## src/rtl/branch_predictor.sv

```systemverilog
// Branch history table of 2-bit saturating counters: combinational IF-stage prediction,
// ID-stage training and a registered mispredict flag. Define BP_STATS_EN for branch/mispredict counters.
module branch_predictor #(
    parameter int         INDEX_BITS = 6,
    parameter logic [1:0] INIT_STATE = 2'b01
) (
    input  logic        clk,
    input  logic        rst_n,
    input  logic [31:0] pred_pc,
    output logic        pred_taken,
    input  logic        upd_valid,
    input  logic [31:0] upd_pc,
    input  logic        upd_taken,
    input  logic        upd_pred,
    input  logic        clear,
    output logic        mispredict
`ifdef BP_STATS_EN
    ,
    output logic [31:0] stat_branches,
    output logic [31:0] stat_mispredicts
`endif
);

    localparam int ENTRIES = 1 << INDEX_BITS;

    logic [INDEX_BITS-1:0] pred_idx;
    logic [INDEX_BITS-1:0] upd_idx;
    logic                  upd_accept;
    logic                  mispredict_next;
    logic [ENTRIES-1:0]    taken_vec;
    logic                  mispredict_reg;

    assign pred_idx        = pred_pc[INDEX_BITS+1:2];
    assign upd_idx         = upd_pc[INDEX_BITS+1:2];
    assign upd_accept      = upd_valid & ~clear;
    assign mispredict_next = upd_accept & (upd_taken ^ upd_pred);

    // Only the index field of each PC matters; the remaining bits are deliberately dropped.
    logic unused_pc_bits;
    assign unused_pc_bits = ^{pred_pc[31:INDEX_BITS+2], pred_pc[1:0],
                              upd_pc[31:INDEX_BITS+2], upd_pc[1:0]};

    // Each counter lives in its own generate scope so the asynchronous reset maps onto plain flops.
    genvar gi;
    generate
        for (gi = 0; gi < ENTRIES; gi++) begin : g_entry
            logic [1:0] cnt_reg;
            logic [1:0] cnt_next;

            always_comb begin
                cnt_next = cnt_reg;
                if (clear) begin
                    cnt_next = INIT_STATE;
                end else if (upd_valid && (upd_idx == INDEX_BITS'(gi))) begin
                    if (upd_taken) begin
                        if (cnt_reg != 2'b11) begin
                            cnt_next = cnt_reg + 2'd1;
                        end
                    end else if (cnt_reg != 2'b00) begin
                        cnt_next = cnt_reg - 2'd1;
                    end
                end
            end

            always_ff @(posedge clk or negedge rst_n) begin
                if (!rst_n) begin
                    cnt_reg <= INIT_STATE;
                end else begin
                    cnt_reg <= cnt_next;
                end
            end

            assign taken_vec[gi] = cnt_reg[1];
        end
    endgenerate

    // No bypass: a same-cycle update is only visible after the edge.
    assign pred_taken = taken_vec[pred_idx];

    always_ff @(posedge clk or negedge rst_n) begin
        if (!rst_n) begin
            mispredict_reg <= 1'b0;
        end else begin
            mispredict_reg <= mispredict_next;
        end
    end

    assign mispredict = mispredict_reg;

`ifdef BP_STATS_EN
    logic [31:0] stat_branches_reg;
    logic [31:0] stat_mispredicts_reg;

    // Clear leaves the statistics alone; only rst_n zeroes them.
    always_ff @(posedge clk or negedge rst_n) begin
        if (!rst_n) begin
            stat_branches_reg    <= 32'd0;
            stat_mispredicts_reg <= 32'd0;
        end else begin
            if (upd_accept) begin
                stat_branches_reg <= stat_branches_reg + 32'd1;
            end
            if (mispredict_next) begin
                stat_mispredicts_reg <= stat_mispredicts_reg + 32'd1;
            end
        end
    end

    assign stat_branches    = stat_branches_reg;
    assign stat_mispredicts = stat_mispredicts_reg;
`endif

endmodule

```

## config.mk

```make
export PLATFORM = sky130hd
export DESIGN_NAME = branch_predictor
export DESIGN_NICKNAME = d
export VERILOG_FILES = /design/src/rtl/branch_predictor.sv
export SDC_FILE = /design/constraint.sdc
export NUM_CORES = 1
export LEC_CHECK = 0
export CAP_MARGIN = 15
export CELL_PAD_IN_SITES_DETAIL_PLACEMENT = 0
export CELL_PAD_IN_SITES_GLOBAL_PLACEMENT = 1
export CORE_AREA = 2 2 120 151
export CTS_CLUSTER_DIAMETER = 100
export DETAILED_ROUTE_END_ITERATION = 16
export DIE_AREA = 0 0 122 153
export GPL_ROUTABILITY_DRIVEN = 0
export PLACE_DENSITY = 0.86
export SYNTH_ARGS = -nofsm -noshare
export SYNTH_HDL_FRONTEND = slang
export SYNTH_SLANG_ARGS = --single-unit
```

## constraint.sdc

```tcl
create_clock -name clk -period 2.7 [get_ports clk]
set_input_delay 0.27 -clock clk [delete_from_list [all_inputs] [get_ports clk]]
set_output_delay 0.27 -clock clk [all_outputs]
set_load 0.02 [all_outputs]
```

==> impl_summary.txt <==
----------------------------------------------------
[Run status]
  Status ... completed

[Layout]
  Share of layout cells above drive strength 1 ... 0.193
  Layout overhead on the synthesized area ... 16.1%
  Number of diodes ... 0
  Number of nets at the end of the flow ... 915
  Max FFs per register ... 128
  Non-Filler Cell Area, Final ... 0.00882 mm^2

[STA]
  Clock skew after layout ... 0.00522 ns
  Post-Route Hold Slack ... 0.257 ns
  Minimum clock period after layout ... 2.66 ns
  Final setup violation count ... 0
  Relative slew slack ... 0.387
  Measured slew at the worst slew-check pin ... 0.919 ns
  Hold violation count in the final report ... 0
  Total count of max-transition violations in the final report ... 0
  Setup ws final ... 0.0426 ns
  Setup repair after global routing missed its margin ... yes
  Upper clock frequency limit ... 376 MHz
  Setup total negative slack ... 0 ns
  Ratio of final minimum period to clock period ... 0.984

[Run]
  Number of maximum-capacitance constraint violations ... 0

[Place]
  DP HPWL ... 12.0 mm
  Placed Instance Area ... 0.00816 mm^2
  Buffers added on ports ... 19
  Post-placement worst setup slack ... -0.491 ns

[Critical path]
  Startpoint class of the critical path ... flop
  FF-to-FF path depth ... 5
  Critical Path RT ... 2.43 ns
  Flop-to-flop setup slack ... 1.14 ns
  Crit. End Element ... output port
  Setup CP Type ... flop to output port
  Arrival time worst endpoint ... 2.39 ns
  Endpoint of the worst register-to-register path ... g_entry[23].cnt_reg[0]$_DFFE_PN1P_
  R2R Path Start ... g_entry[23].cnt_reg[1]$_DFFE_PN0P_
  Worst-path maximum fanout ... 2

[Pwr]
  Highest ir drop seen on vdd ... 0.000406 V
  Standby leakage power ... 0.00351 uW
  Power per cell area ... 598 mW/mm^2

[Clock tree]
  Number of clock buffers inserted by TritonCTS ... 17
  Clock Root Buffer ... sky130_fd_sc_hd__clkbuf_16
  TritonCTS clock tree ... done
  Maximum count of clock buffers along a single path ... 2
  H-tree Lvls ... 4
  Clock insertion delay at the later pin of the skew report ... 0.42 ns
  Register clock-pin slew on the reported worst setup and hold paths ... 0.06 ns
  Number of sinks driven by the clock tree ... 129

[GRT]
  First-pass GRT wire length ... 32.8 mm
  Pin count of the biggest net entering global routing ... 148
  Antenna violations before repair ... 0
  Total overflow reported by the global router ... 0
  Via count of the first global-routing pass ... 6242
  Overall routing resource usage ... 0.225

[Min path]
  Count of cells along the worst hold path ... 2
  Endpoint of the worst hold path ... g_entry[15].cnt_reg[1]$_DFFE_PN0P_
  Min-Delay Startpoint ... clear
  Type of the most critical hold path ... input port to flop

[Route]
  Met2 WL post-DR ... 9.51 mm
  Uppermost routed layer ... met4
  Number of vias per cell after detailed routing ... 6.09
  WL met3 ... 870 um
  Drt drc ... 0
  Total routed wirelength ... 19.5 mm
  Drt first-iter violations ... 487
  1st-pass router iterations ... 5
  Routed wire per std cell ... 18.0 um
  Post-Route M1 WL ... 8.53 mm
  Antenna-violating nets left ... 0
  Detailed-route via count ... 6585

[Floorplan]
  Number of I/O pins ... 72
  Placeable Area ... 0.0172 mm^2
  Die Outline Area ... 0.0187 mm^2
  Die height ... 153 um
  Width of the chip ... 122 um
  Number of cell rows ... 54
  Initial standard-cell utilization of the core ... 0.441

[Synthesis]
  Number of warnings printed during yosys synthesis ... 0
  Net Count, Synth ... 904
  EDFF count, synth ... 0
  Proportion of synthesized flip-flops having asynchronous set or reset ... 1.00
  Number of register bits inferred by synthesis ... 129
  Syn Area/Cell ... 9.11 um^2
  Mapped Area ... 0.00760 mm^2
  Share of the yosys chip area belonging to registers ... 0.435
  Gate Count Post-Synth ... 834
  Synth Flop Type ... sky130_fd_sc_hd__dfrtp_1
  Distinct cells, synth ... 42

----------------------------------------------------
worst max path at each step:
stage | to | slack (ns) | startpoint
5_1_grt | pred_taken | -0.03 | g_entry[23].cnt_reg[1]$_DFFE_PN0P_
3_5_place_dp | pred_taken | -0.49 | pred_pc[3]
6_report | pred_taken | 0.04 | g_entry[23].cnt_reg[1]$_DFFE_PN0P_
3_3_place_gp | pred_taken | -0.49 | pred_pc[3]
4_1_cts | pred_taken | 0.008 | g_entry[23].cnt_reg[1]$_DFFE_PN0P_
2_1_floorplan | pred_taken | 0.65 | g_entry[3].cnt_reg[1]$_DFFE_PN0P_
cell usage in the layout, fill, tap and decap left out, types with 4 or more instances in the layout:
cell type,instances
sky130_fd_sc_hd__inv_1,17
sky130_fd_sc_hd__bufinv_16,4
sky130_fd_sc_hd__a211o_1,47
sky130_fd_sc_hd__and3_1,65
sky130_fd_sc_hd__clkbuf_16,17
sky130_fd_sc_hd__and4bb_2,5
sky130_fd_sc_hd__o31ai_1,12
sky130_fd_sc_hd__buf_12,4
sky130_fd_sc_hd__dfrtp_1,64
sky130_fd_sc_hd__a211oi_1,47
sky130_fd_sc_hd__maj3_1,17
sky130_fd_sc_hd__nand3_1,6
sky130_fd_sc_hd__a311o_1,17
sky130_fd_sc_hd__o21ai_0,114
sky130_fd_sc_hd__dfstp_2,64
sky130_fd_sc_hd__buf_4,44
sky130_fd_sc_hd__mux4_1,5
sky130_fd_sc_hd__clkdlybuf4s50_1,14
sky130_fd_sc_hd__nor2_1,49
sky130_fd_sc_hd__a21oi_1,82
sky130_fd_sc_hd__and4b_1,4
sky130_fd_sc_hd__nand2_1,101
sky130_fd_sc_hd__mux4_2,12
kinds of logic after synthesis:
family / after synthesis / synth area share
AO/OA/AOI/OAI: 325 / 0.270
multiplexers: 17 / 0.0539
XOR/XNOR: 1 / 0.00115
flip-flops: 129 / 0.435
adder cells (fa/ha/maj): 17 / 0.0224
buffers and inverters: 92 / 0.0471
AND/OR/NAND/NOR: 253 / 0.170
through the flow:
step / total power (uW) / utilization / cells
after floorplan: 2550 / - / 834
after global placement: 2810 / 0.474 / 1046
after detailed placement: 2820 / 0.474 / 1046
after CTS: 5320 / 0.511 / 1080
after global routing: 5500 / 0.512 / 1082
final: 5280 / 0.512 / 1082
critical path: stages, from the launching register on:
cell and delay [ns]:
sky130_fd_sc_hd__dfrtp_1 0.42, sky130_fd_sc_hd__mux4_2 0.48, sky130_fd_sc_hd__mux4_2 0.47, sky130_fd_sc_hd__or2_0 0.21, sky130_fd_sc_hd__a32o_2 0.24, sky130_fd_sc_hd__buf_6 0.13
cells in the mapped netlist, drive strengths merged, types with 2 or more instances:
library cell,count,share of area
a211o,47,0.054
a211oi,47,0.046
a21oi,82,0.054
a22oi,2,0.0020
a311o,17,0.022
and3,65,0.054
and3b,2,0.0023
and4b,4,0.0053
and4bb,5,0.0082
buf,7,0.0051
clkbuf,68,0.034
dfrtp,65,0.21
dfstp,64,0.22
inv,17,0.0084
maj3,17,0.022
mux4,17,0.054
nand2,101,0.050
nand3,6,0.0040
nand3b,3,0.0030
nand4b,3,0.0035
nor2,49,0.024
nor2b,2,0.0016
nor3b,2,0.0020
nor4b,4,0.0054
o21ai,115,0.076
o31ai,12,0.012
layout make-up:
class	instances	area, um^2
repair buffers	67	603
clock buffers	23	478
clock inverters	9	154
flip-flops and latches	129	3310
inverters	17	63.8
well taps	224	280
multi-input cells	613	3930
fillers	1584	8410
report_power, final:
group	leakage, uW	internal, uW	total (uW)	switching [uW]
clock	0.000303	1620	2470	859
combinational	0.00164	269	636	367
sequential	0.00157	2050	2170	120
total	0.00351	3930	5280	1350
routing by layer:
layer	GRT usage	vias to the layer above
met5	0	-
met4	0.0914	0
met3	0.0466	48
met2	0.346	175
met1	0.309	3224
li1	-	3138
what timing repair did:
action,in CTS,in global routing
gates resized for setup,10,1
hold buffers,1,0
endpoints found under the hold margin,23,0
pin swaps,0,0
endpoints found under the setup margin,1,1
buffers inserted,1,2
No activity file was read; power rests on OpenSTA's default activity.
